`src/rtl/gpc_sum_tree_if.sv`:
```
// Beat-in / result-out channel of the GPC sum tree.
// N, W and ACC_EXT must match the parameters of the attached gpc_sum_tree.
interface gpc_sum_tree_if #(
  parameter int N       = 9,
  parameter int W       = 8,
  parameter int ACC_EXT = 8
);
  localparam int OW = W + $clog2(N) + ACC_EXT;

  logic            in_valid;
  logic            in_ready;
  logic [N*W-1:0]  in_data;
  logic            in_acc;
  logic            out_valid;
  logic            out_ready;
  logic [OW-1:0]   out_data;
  logic            out_ovf;

  // master: the beat source and result sink around the block
  modport master (
    output in_valid, in_data, in_acc, out_ready,
    input  in_ready, out_valid, out_data, out_ovf
  );

  // slave: the sum tree itself
  modport slave (
    input  in_valid, in_data, in_acc, out_ready,
    output in_ready, out_valid, out_data, out_ovf
  );
endinterface

```
`src/rtl/gpc_sum_tree.sv`:
```
// Pipelined multi-operand unsigned adder: (3;2) GPC carry-save levels, a final
// carry-propagate add, and a running accumulator with sticky overflow.
module gpc_sum_tree #(
  parameter int N       = 9,
  parameter int W       = 8,
  parameter int PIPE    = 2,
  parameter int ACC_EXT = 8
) (
  input  logic          clk,
  input  logic          rst_n,
  gpc_sum_tree_if.slave bus
);
  localparam int OW = W + $clog2(N) + ACC_EXT;

  // Bit heap: up to N rows of OW bits; rows beyond the live count stay zero.
  typedef logic [N-1:0][OW-1:0] heap_t;

  function automatic int next_rows(input int rows);
    return (rows / 3) * 2 + (rows % 3);
  endfunction

  function automatic int num_levels();
    int r;
    int l;
    r = N;
    l = 0;
    for (int i = 0; i < 32; i++) begin
      if (r > 2) begin
        r = next_rows(r);
        l++;
      end
    end
    return l;
  endfunction

  function automatic int rows_at(input int lvl);
    int r;
    r = N;
    for (int i = 0; i < lvl; i++) r = next_rows(r);
    return r;
  endfunction

  localparam int L = num_levels();

  // Boundary b sits after b compressor levels (b = 0 is the raw operands).
  // PIPE registers are spread over boundaries 0..L; the first always
  // captures the accepted beat, the output register follows the final add.
  function automatic int stage_pos(input int k);
    return (k * (L + 1)) / PIPE;
  endfunction

  function automatic int regs_at(input int b);
    int c;
    c = 0;
    for (int k = 0; k < PIPE; k++) begin
      if (stage_pos(k) == b) c++;
    end
    return c;
  endfunction

  // One level of full-adder columns: every 3 live rows become sum + carry.
  // Carries shifted past bit OW-1 are dropped; the exact total fits in OW bits.
  function automatic heap_t csa_level(input heap_t x, input int rows);
    heap_t y;
    int    groups;
    int    rest;
    y      = '0;
    groups = rows / 3;
    rest   = rows % 3;
    for (int g = 0; g < N / 3; g++) begin
      if (g < groups) begin
        y[2*g]   = x[3*g] ^ x[3*g+1] ^ x[3*g+2];
        y[2*g+1] = ((x[3*g] & x[3*g+1]) | (x[3*g] & x[3*g+2]) |
                    (x[3*g+1] & x[3*g+2])) << 1;
      end
    end
    for (int r = 0; r < 2; r++) begin
      if (r < rest) y[2*groups+r] = x[3*groups+r];
    end
    return y;
  endfunction

  function automatic logic [OW-1:0] cpa_sum(input heap_t x);
    return x[0] + x[1];
  endfunction

  // Flow control: one shared stall. A beat moves on an edge where
  // in_valid & in_ready; a result leaves where out_valid & out_ready.
  // in_ready is purely ~stall and never looks at in_valid; every stage,
  // including the output register, holds while stalled.
  logic stall;
  logic adv;

  assign stall        = bus.out_valid & ~bus.out_ready;
  assign adv          = ~stall;
  assign bus.in_ready = adv;

  for (genvar b = 0; b <= L; b++) begin : g_bnd
    localparam int RC = regs_at(b);

    heap_t d_pre;
    logic  v_pre;
    logic  a_pre;
    heap_t d_post;
    logic  v_post;
    logic  a_post;

    if (b == 0) begin : g_src
      always_comb begin
        d_pre = '0;
        for (int i = 0; i < N; i++) d_pre[i] = OW'(bus.in_data[i*W +: W]);
      end
      assign v_pre = bus.in_valid;
      assign a_pre = bus.in_acc;
    end else begin : g_lvl
      assign d_pre = csa_level(g_bnd[b-1].d_post, rows_at(b - 1));
      assign v_pre = g_bnd[b-1].v_post;
      assign a_pre = g_bnd[b-1].a_post;
    end

    if (RC == 0) begin : g_wire
      assign d_post = d_pre;
      assign v_post = v_pre;
      assign a_post = a_pre;
    end else begin : g_reg
      heap_t         d_q [RC];
      logic [RC-1:0] v_q;
      logic [RC-1:0] a_q;

      always_ff @(posedge clk or negedge rst_n) begin
        if (!rst_n) begin
          v_q <= '0;
          a_q <= '0;
          for (int i = 0; i < RC; i++) d_q[i] <= '0;
        end else if (adv) begin
          v_q[0] <= v_pre;
          a_q[0] <= a_pre;
          d_q[0] <= d_pre;
          for (int i = 1; i < RC; i++) begin
            v_q[i] <= v_q[i-1];
            a_q[i] <= a_q[i-1];
            d_q[i] <= d_q[i-1];
          end
        end
      end

      assign d_post = d_q[RC-1];
      assign v_post = v_q[RC-1];
      assign a_post = a_q[RC-1];
    end
  end

  logic [OW-1:0] sum_w;
  logic [OW:0]   acc_sum;
  logic          out_valid_q;
  logic [OW-1:0] out_data_q;
  logic          out_ovf_q;

  // The output register doubles as the accumulator: acc always equals the
  // last loaded result.
  assign sum_w   = cpa_sum(g_bnd[L].d_post);
  assign acc_sum = {1'b0, out_data_q} + {1'b0, sum_w};

  always_ff @(posedge clk or negedge rst_n) begin
    if (!rst_n) begin
      out_valid_q <= 1'b0;
      out_data_q  <= '0;
      out_ovf_q   <= 1'b0;
    end else if (adv) begin
      out_valid_q <= g_bnd[L].v_post;
      if (g_bnd[L].v_post) begin
        if (g_bnd[L].a_post) begin
          out_data_q <= acc_sum[OW-1:0];
          out_ovf_q  <= out_ovf_q | acc_sum[OW];
        end else begin
          out_data_q <= sum_w;
          out_ovf_q  <= 1'b0;
        end
      end
    end
  end

  assign bus.out_valid = out_valid_q;
  assign bus.out_data  = out_data_q;
  assign bus.out_ovf   = out_ovf_q;
endmodule

```
`src/flat_wrapper.sv`:
```
// flat-port wrapper written by rule: the top's interface ports become plain ports
module gpc_sum_tree_flat 
#(
  parameter int N       = 9,
  parameter int W       = 8,
  parameter int PIPE    = 2,
  parameter int ACC_EXT = 8
)
  (clk, rst_n, bus_in_valid, bus_in_data, bus_in_acc, bus_out_ready, bus_in_ready, bus_out_valid, bus_out_data, bus_out_ovf);
  gpc_sum_tree_if #(.N(N), .W(W), .ACC_EXT(ACC_EXT)) bus_i ();
  input  logic clk;
  input  logic rst_n;
  input wire logic [$bits(bus_i.in_valid)-1:0] bus_in_valid;
  input wire logic [$bits(bus_i.in_data)-1:0] bus_in_data;
  input wire logic [$bits(bus_i.in_acc)-1:0] bus_in_acc;
  input wire logic [$bits(bus_i.out_ready)-1:0] bus_out_ready;
  output wire logic [$bits(bus_i.in_ready)-1:0] bus_in_ready;
  output wire logic [$bits(bus_i.out_valid)-1:0] bus_out_valid;
  output wire logic [$bits(bus_i.out_data)-1:0] bus_out_data;
  output wire logic [$bits(bus_i.out_ovf)-1:0] bus_out_ovf;
  assign bus_i.in_valid = bus_in_valid;
  assign bus_i.in_data = bus_in_data;
  assign bus_i.in_acc = bus_in_acc;
  assign bus_i.out_ready = bus_out_ready;
  assign bus_in_ready = bus_i.in_ready;
  assign bus_out_valid = bus_i.out_valid;
  assign bus_out_data = bus_i.out_data;
  assign bus_out_ovf = bus_i.out_ovf;
  gpc_sum_tree #(.N(N), .W(W), .PIPE(PIPE), .ACC_EXT(ACC_EXT)) u_core (.clk(clk), .rst_n(rst_n), .bus(bus_i));
endmodule
```
`config.mk`:
```
export PLATFORM = sky130hd
export DESIGN_NAME = gpc_sum_tree_flat
export DESIGN_NICKNAME = d
export VERILOG_FILES = /design/src/rtl/gpc_sum_tree_if.sv /design/src/rtl/gpc_sum_tree.sv /design/src/flat_wrapper.sv
export SDC_FILE = /design/constraint.sdc
export NUM_CORES = 1
export LEC_CHECK = 0
export CORE_MARGIN = 1
export CORE_UTILIZATION = 50
export CTS_BUF_LIST = sky130_fd_sc_hd__clkbuf_16
export DETAILED_ROUTE_END_ITERATION = 6
export HOLD_SLACK_MARGIN = 0.15
export PLACE_DENSITY_LB_ADDON = 0.3
export SYNTH_ARGS = -nofsm -noshare
export SYNTH_HDL_FRONTEND = slang
export SYNTH_SLANG_ARGS = --single-unit
```
`constraint.sdc`:
```
create_clock -name clk -period 4.43 [get_ports clk]
set_clock_uncertainty 0.05 [all_clocks]
set_input_delay 0.886 -clock clk [delete_from_list [all_inputs] [get_ports clk]]
set_output_delay 0.886 -clock clk [all_outputs]
set_load 0.1 [all_outputs]
```
-- After elaboration in Yosys (flattened, before gate mapping)
Index checks and enable logic that the tools add are counted.
- multiplexer cells: 2
- reduce and logical (&&, ||, !) cells: 1
- bitwise gates (word level): 53
- multipliers: 0
- add/sub/neg operators: 2
- divide/modulo/power cells: 0
- magnitude comparators: 0
- shift operators: 0
- eq/ne operators: 0
- operator list (kind ; count):
    $and 19x19->19 ; 12
    $or 19x19->19 ; 11
    $xor 20x20->20 ; 8
    $and 8x8->8 ; 9
    $or 19x8->19 ; 3
    $xor 8x8->8 ; 6
    $add 20x20->21 ; 1
    $add 20x20->20 ; 1
    $mux 20 ; 1
    $not 1->1 ; 2
    $reduce_and 2->1 ; 1
    $and 1x1->1 ; 1
    $mux 1 ; 1
    $or 1x1->1 ; 1
- register bits after elaboration: 176
- input port bits: 77
- bits in writable memories: 0
- memory bits (read-only): 0
- memories: 0
- word-level logic and storage cells: 78
- latch bits: 0

-- Depth between registers and ports, before layout
Gate-level depths: netlist of run 1.
- depth in word-level cells: 10
- gate-level depth with buffers: 17
- mapped depth without buffers: 16

-- Least setup slack after synthesis of run 1
OpenSTA, ideal clock, no wires.
- kind: register to register
- from: register u_core.g_bnd[2].g_reg.d_q, in the netlist u_core.g_bnd[2].d_post[2]
- to: register u_core.out_data_q[14], in the netlist u_core.bus.out_data[14]
- data arrival time: 3964 ps
- setup time: 124 ps
- path buffers: 1
- path slack: 292 ps
- clock period less this slack: 4138 ps
- cell stages (with the launch flop): 18
- cell sequence: dfrtp_1 -> fa_1 -> fa_1 -> ha_1 -> inv_1 -> fa_1 -> nor2b_1 -> o2111ai_1 -> nand3b_1 -> xor2_1 -> ha_1 -> clkbuf_1 -> nand2_1 -> o21a_1 -> o31ai_4 -> a221oi_4 -> nor2_1 -> a211o_1
- longest elaborated chain between the ends: 9
- RTL lines (item ; RTL line ; source):
    from (decl) ; gpc_sum_tree.sv:126 ; heap_t d_q [RC];
    from (signal, indexed assignment) ; gpc_sum_tree.sv:142 ; d_q[i] <= d_q[i-1];
    $and 19x19->19 ; gpc_sum_tree.sv:73 ; y[2*g+1] = ((x[3*g] & x[3*g+1]) | (x[3*g] & x[3*g+2]) |
    $or 19x19->19 (2 in a row) ; gpc_sum_tree.sv:73 ;
    $and 19x19->19 ; gpc_sum_tree.sv:73 ;
    $or 19x19->19 (2 in a row) ; gpc_sum_tree.sv:73 ;
    $add 20x20->20 * ; gpc_sum_tree.sv:84 ; return x[0] + x[1];
    $add 20x20->21 ; gpc_sum_tree.sv:162 ; assign acc_sum = {1'b0, out_data_q} + {1'b0, sum_w};
    $mux 20 * ; gpc_sum_tree.sv:172 ; if (g_bnd[L].a_post) begin
    to (signal assigned) ; gpc_sum_tree.sv:173 ; out_data_q <= acc_sum[OW-1:0];
    to (signal assigned) ; gpc_sum_tree.sv:176 ; out_data_q <= sum_w;
    to (decl) ; gpc_sum_tree.sv:156 ; logic [OW-1:0] out_data_q;
Every way passes the cells marked *; elsewhere a longest branch is shown, timed or not.
A chain may end at the register's enable or synchronous reset.

-- Worst setup path after layout of run 1
- from: register u_core.g_bnd[2].g_reg.d_q, in the netlist u_core.g_bnd[2].d_post[43]
- to: register u_core.out_data_q[14], in the netlist u_core.bus.out_data[14]
The elaborated chain is that of the path after synthesis.

==> impl_results.md, run 1 <==
* Hold Path Class: reg2reg
* DR pass1 iterations at 5
* Synth Area per Inst at 9.38 um^2
* Detailed Route WL at 15,200 um
* PortBufs at 99
* Total gr overflow at 0
* Worst-Skew Late Latency at 0.42 ns
* Share of cells above drive strength 1 at 0.0691
* TritonCTS clock tree: yes
* Outcome: finished, final reports clean
* Setup CP Type: reg2reg
* Antenna Nets Post-Route at 0
* H-tree levels at 4
* Top post-synthesis cells by area: dfrtp_1 45%, fa_1 15%, nand2_1 11%
* Arrival @ worst endpoint at 4.52 ns
* Syn_nets at around 950
* Area leader, netlist: dfrtp_1
* Final nets at 1,043
* Via count at roughly 5,400
* Synthesis-to-finish area growth at 25.5%
* Critical path cell sequence: inv_1, fa_1, fa_1, inv_1, ha_1, a21o_1, a21oi_2, o21ai_0, xor2_1, ha_1, a21oi_1, o21a_1, o31ai_4, a221oi_4, nor2_1, a211o_1
* All-Layer GR Usage at 0.220
* Fill cell count at 1,185
* Max-cap violations at 0
* Hpwl dp at 10,800 um
* Ys async rst share at 1.00
* Max Slew Vio Count at 0
* Worst path max stage delay at 0.56 ns
* Row count at 44
* RD Place Congestion at between 0.8 and 0.9
* Average vias per placed instance at 4.98
* F_max at 234 MHz
* Die Y at 124 um
* Worst-Margin Slew at 0.981 ns
* Period minus WS final at 4.27 ns
* Die Width at 124 um
* Fin. Hold Viols at 0
* Post-Layout Cell Count at 1,081
* Synth cell count leaders: 222 x nand2_1, 132 x dfrtp_1, 114 x inv_1, 85 x o21ai_0, 55 x fa_1
* Register area at 0.00330 mm^2
* Post-Syn Instances at about 800
* RSZ-0062 raised after global routing: true
* Clock Tree Buf Depth at 2
* Seq/Total Area, Yosys at 0.447
* Yosys reg bits at approximately 130
* Tcrit/Tclk final at 0.963
* Clock slew at reported path FFs at around 0.06 ns
* Startpoint Class: flip-flop
* Post-synth cell types at 50
* Number of synthesized flops with an enable pin at 0
* Post-synth top flop: dfrtp_1
* Worst reg2reg setup slack at 0.16 ns
* Core footprint at around 0.014 mm^2
* Clk root buf: clkbuf_16
* CTS buffer count at 17
* Crit Path Max Fanout at 5
* Drt drc at 0
* Slowest stage cell, crit path: fa_1
* CP required at 4.68 ns
* Initial Util at 0.511
* Most common cell in the synthesized netlist: nand2_1
* Initial antenna violation count at 0
* Ports at 100
* Detailed Route Iter0 Violations at 354
* Critical Path End Type: flip-flop
* Multi-input logic area at 0.00363 mm^2
* Vias in the first global route at 5,248
* Synthesized area at 0.00740 mm^2
* Yosys top cell area share at 0.447
* Slew Limit Headroom at 0.344
* Die area at 0.0153 mm^2
* Dpl cells at 1,046
* # hold bufs at CTS at 0
* Largest net degree at the start of global routing at roughly 180
* Final number of setup-violating endpoints at 0
* First-pass GRT wire length at 25,300 um
* Synth Warn # at 0
* # diodes at 0
* Wire per inst at 14.1 um
* Sink Count at 132
==> stage by stage <==
| stage | setup WS [ns] | instance area (um^2) | hold WS, ns | TNS [ns] | utilization |
|---|---|---|---|---|---|
| after global placement | 0.168 | 8560 | 0.401 | 0 | 0.591 |
| final | 0.163 | 9290 | 0.417 | 0 | 0.641 |
| after floorplan | 0.292 | 7400 | 0.389 | 0 | - |
| after global routing | -0.0414 | 9290 | 0.441 | -0.0825 | 0.641 |
| after detailed placement | 0.0311 | 8560 | 0.407 | 0 | 0.591 |
| after CTS | 0.0184 | 9180 | 0.420 | 0 | 0.634 |
==> cell type report <==
cell class | instances | area share
multi-input combinational | 511 | 0.391
sequential | 132 | 0.356
timing repair buffer | 107 | 0.115
inverter | 115 | 0.0468
clock buffer | 17 | 0.0458
tap | 184 | 0.0248
clock inverter | 15 | 0.0202
==> critical path, delay by kind of cell (launching register included) <==
| kind | cells | cell delay (ns) |
|---|---|---|
| adders and majority gates | 4 | 1.60 |
| AOI/OAI and AO/OA | 8 | 1.56 |
| DFF | 1 | 0.37 |
| xor gates and xnor gates | 1 | 0.33 |
| buffers and inverters | 2 | 0.16 |
| and+or+nand+nor | 1 | 0.08 |
==> cell families (layout without fill, tap and decap cells) <==
group                    Yosys count  in the layout  synth area share
AND/OR/NAND/NOR                  262            262             0.141
buffers and inverters            146            254            0.0743
AO/OA/AOI/OAI                    145            145             0.117
flip-flops                       132            132             0.447
adder cells (fa/ha/maj)           82             82             0.195
XOR/XNOR                          17             17            0.0201
multiplexers                       5              5           0.00677
==> repair_timing <==
item | CTS | global route
setup buffers | 0 | 3
endpoints found under the setup margin | 0 | 11
resized for setup | 0 | 19
==> per-layer routing <==
| metal | GRT usage | wire, um | up-vias |
|---|---|---|---|
| met4 | 0.0700 | 233 | 0 |
| li1 | - | - | 2669 |
| met1 | 0.307 | 7200 | 2575 |
| met5 | 0 | 0 | - |
| met3 | 0.0426 | 530 | 20 |
| met2 | 0.348 | 7270 | 116 |
==> layout by cell type, fill, tap and decap left out, types with 3 or more instances in the layout <==
| cell type | count |
|---|---|
| a21o_1 | 5 |
| a21oi_1 | 22 |
| a21oi_2 | 3 |
| a31oi_1 | 5 |
| buf_4 | 8 |
| bufinv_16 | 4 |
| clkbuf_16 | 17 |
| clkdlybuf4s50_1 | 97 |
| clkinv_1 | 3 |
| clkinv_2 | 3 |
| dfrtp_1 | 132 |
| fa_1 | 54 |
| ha_1 | 25 |
| inv_1 | 113 |
| mux2i_1 | 5 |
| nand2_1 | 221 |
| nand2b_1 | 3 |
| nand3_1 | 4 |
| nor2_1 | 15 |
| nor3_1 | 4 |
| o21ai_0 | 84 |
| xnor2_1 | 10 |
| xor2_1 | 5 |
==> state kept, by name, summed over array words and instances (netlist names) <==
register,count
u_core.g_bnd.g_reg.v_q,2
u_core.g_bnd.a_post,2
u_core.bus.out_valid,1
u_core.bus.out_data,20
u_core.bus.out_ovf,1
u_core.g_bnd.d_post,106
==> worst paths after layout <==
| check | end | cells past startpoint | from |
|---|---|---|---|
| worst max register to register | u_core.bus.out_data[14] | 16 | u_core.g_bnd[2].d_post[43] |
| worst max-delay path | u_core.bus.out_data[14] | 16 | u_core.g_bnd[2].d_post[43] |
| max in group asynchronous | u_core.g_bnd[2].d_post[66] | 2 | rst_n |
| worst min register to register | u_core.g_bnd[0].a_post | 2 | u_core.g_bnd[0].a_post |
| worst min-delay path | u_core.g_bnd[0].a_post | 2 | u_core.g_bnd[0].a_post |
| min in group asynchronous | u_core.g_bnd[0].d_post[44] | 1 | rst_n |
Power of run 1 is not shown: default switching activity piles up to over one toggle a cycle in this logic, so the estimate is an artifact.
==> inputs of run 2 (changes only) <==
--- a/config.mk
+++ b/config.mk
@@ -6,9 +6,10 @@
 export NUM_CORES = 1
 export LEC_CHECK = 0
 export CORE_MARGIN = 1
-export CORE_UTILIZATION = 50
+export CORE_UTILIZATION = 58
 export CTS_BUF_LIST = sky130_fd_sc_hd__clkbuf_16
 export DETAILED_ROUTE_END_ITERATION = 6
+export DONT_BUFFER_PORTS = 1
 export HOLD_SLACK_MARGIN = 0.15
 export PLACE_DENSITY_LB_ADDON = 0.3
 export SYNTH_ARGS = -nofsm -noshare
==> run 2 against run 1 <==
Against the previous run: critical path depth down 2; clock-buffer cell count unchanged; first-iteration DRC count up 8.5%; wire length up 5.2%; sequential cell count unchanged; register-to-register slack worse by 0.04 ns; setup slack worse by 0.036 ns; worst hold slack worse by 0.11 ns; critical path type unchanged; core utilization up 4.4 points; die area down 14%; final area down 9.9%; largest cell class unchanged; maximum frequency down 0.84%.
==> impl_results.md, run 2 (synthesis results as in run 1) <==
* Setup CP Type: reg2reg
* TritonCTS clock tree: yes
* Outcome: finished, final reports clean
* Top Metal Used: met4
* Crit Path Max Fanout at 8 (+3)
* Area post-placement at 0.00760 mm^2 (-11%)
* Largest net degree at the start of global routing at 133 (-27%)
* Met3 WL at 756 um (+43%)
* # diodes at 0 (unchanged)
* Met2 wire length at 8030 um (+10%)
* First-pass GRT wire length at 25,800 um (+2.2%)
* Period minus WS final at 4.30 ns (+0.0363 ns)
* Critical path cell sequence: inv_1, fa_1, fa_1, inv_1, ha_1, a21o_1, a21oi_2, o31a_1, o21ai_0, ha_1, and2_1, a221oi_4, nor2_1, a211o_1
* Antenna Nets Post-Route at 0 (unchanged)
* H-tree levels at 4 (unchanged)
* CP Depth at 14 (-2)
* Die area at 0.0132 mm^2 (-14%)
* RD Place Congestion at 0.904 (+4.0%)
* Final instance area at 0.00836 mm^2 (-9.9%)
* Slowest stage cell, crit path: fa_1
* Worst path max stage delay at 0.57 ns (about the same)
* Die Y at 115 um (-7.0%)
* Dpl cells at 939 (-10%)
* Core footprint at 0.0122 mm^2 (-16%)
* Fin Hold WS at 0.304 ns (-0.113 ns)
* PortBufs at 0 (-100%)
* Fill cell count at 943 (-20%)
* Clock Tree Buf Depth at 2 (unchanged)
* Crit. Startpoint: u_core.g_bnd[2].d_post[43]
* Final nets at 959 (-8.1%)
* Share of cells above drive strength 1 at 0.0901 (+0.0210)
* F_max at 232 MHz (-0.84%)
* Max FFs per register at 106 (unchanged)
* Initial Util at 0.606 (+0.0948)
* Worst setup path end: u_core.bus.out_data[14]
* Die Width at 115 um (-7.0%)
* Critical Path End Type: flip-flop
* Tcrit/Tclk final at 0.971 (+0.00819)
* Drt drc at 0 (unchanged)
* DR pass1 iterations at 5 (unchanged)
* Depth of the worst register-to-register path at 14 (-2)
* CTS buffer count at 17 (unchanged)
* Worst-Skew Late Latency at 0.42 ns (about the same)
* Synthesis-to-finish area growth at 13.1%
* Startpoint Class: flip-flop
* Sink Count at 132 (unchanged)
* Post-Layout Cell Count at 978 (-9.5%)
* Detailed Route WL at 16,000 um (+5.2%)
* Clock slew at reported path FFs at 0.05 ns (about the same)
* Reg2Reg Launch Point: u_core.g_bnd[2].d_post[43]
* Average vias per placed instance at 5.38 (+8.1%)
* Arrival @ worst endpoint at 4.56 ns (+0.04 ns)
* Max Slew Vio Count at 0 (unchanged)
* Commonest non-fill, non-tap cells in the layout: 220 x nand2_1, 132 x dfrtp_1, 117 x inv_1, 83 x o21ai_0, 54 x fa_1
* Via count at 5,261 (-2.2%)
* Total gr overflow at 0 (unchanged)
* DRT met1 WL at 6760 um (-6.0%)
* Setup TNS at 0 ns (unchanged)
* Clk root buf: clkbuf_16
* Initial antenna violation count at 0 (unchanged)
* CP required at 4.68 ns (about the same)
* Detailed Route Iter0 Violations at 384 (+8.5%)
* Final number of setup-violating endpoints at 0 (unchanged)
* Hpwl dp at 11,000 um (+2.5%)
* Max-cap violations at 0 (unchanged)
* Vias in the first global route at 5,350 (+1.9%)
* FF-to-FF End: u_core.bus.out_data[14]
* CP delay by family, top: adder cells
* Wire per inst at 16.4 um (+16%)
* Worst-Margin Slew at 1.07 ns (+0.0862 ns)
* Ports at 100 (unchanged)
* Worst reg2reg setup slack at 0.13 ns (-0.04 ns)
* Fin. Hold Viols at 0 (unchanged)
* All-Layer GR Usage at 0.262 (+0.0422)
* Slew Limit Headroom at 0.289 (-0.0554)
* Row count at 40 (-9.1%)
* CP bufs+invs at 2 (unchanged)
* Commonest non-fill, non-tap cell in the layout: nand2_1
* Hold Path Class: in2async
==> run 2: cell count changes in the layout (fill, tap and decap cells not counted), moves of 2 or more <==
cell,change
clkdlybuf4s50_1,-97
buf_4,+14
inv_1,+4
buf_12,-2
bufinv_16,-2
clkinv_2,-2
clkinv_4,-2
xnor2_1,-2
xnor2_2,+2
==> run 2: how the worst min path moves through the flow <==
stage | start | to | slack [ns] | depth (start not counted)
after floorplan | u_core.g_bnd[0].a_post | u_core.g_bnd[0].a_post | 0.39 | 2
after global placement | u_core.g_bnd[0].g_reg.v_q | u_core.g_bnd[0].g_reg.v_q | 0.40 | 2
final | rst_n | u_core.bus.out_data[1] | 0.30 | 1
after CTS | rst_n | u_core.bus.out_data[8] | 0.42 | 1
after detailed placement | u_core.g_bnd[0].g_reg.v_q | u_core.g_bnd[0].g_reg.v_q | 0.41 | 2
after global routing | rst_n | u_core.bus.out_data[1] | 0.38 | 1
==> run 2: worst reg2reg max path, delay by kind of cell (launching register included) <==
family	cells	cell delay, ns
flops	1	0.38
compound gates	6	1.51
simple gates	2	0.35
buf+inv	2	0.17
fa+ha+maj	4	1.73
==> run 2: metrics by stage <==
| step | setup slack [ns] | utilization |
|---|---|---|
| 6_report | 0.127 | 0.685 |
| 5_1_grt | -0.110 | 0.685 |
| 4_1_cts | 0.00643 | 0.669 |
| 3_5_place_dp | -0.0144 | 0.622 |
| 3_3_place_gp | 0.0905 | 0.622 |
| 2_1_floorplan | 0.292 | - |
==> run 2: layout make-up <==
cell class | instances | area, um^2 | area share
Timing Repair Buffer | 23 | 193 | 0.0230
Tap cell | 168 | 210 | 0.0251
Clock inverter | 12 | 103 | 0.0123
Sequential cell | 132 | 3300 | 0.395
Multi-Input combinational cell | 511 | 3690 | 0.442
Clock buffer | 17 | 425 | 0.0509
Inverter | 115 | 437 | 0.0522
==> run 2: repair_timing <==
item,4_1_cts,5_1_grt
hold buffers,1,0
setup buffers,0,9
gates resized for setup,3,24
pin swaps,0,21
hold endpoints to repair,132,0
setup endpoints to repair,3,11
==> run 2: routing by layer <==
metal / global-route usage / vias up
met1: 0.342 / 2567
met4: 0.115 / 0
met5: 0 / -
met3: 0.0511 / 37
met2: 0.431 / 157
li1: - / 2500
Power of run 2 is left out for the same reason.
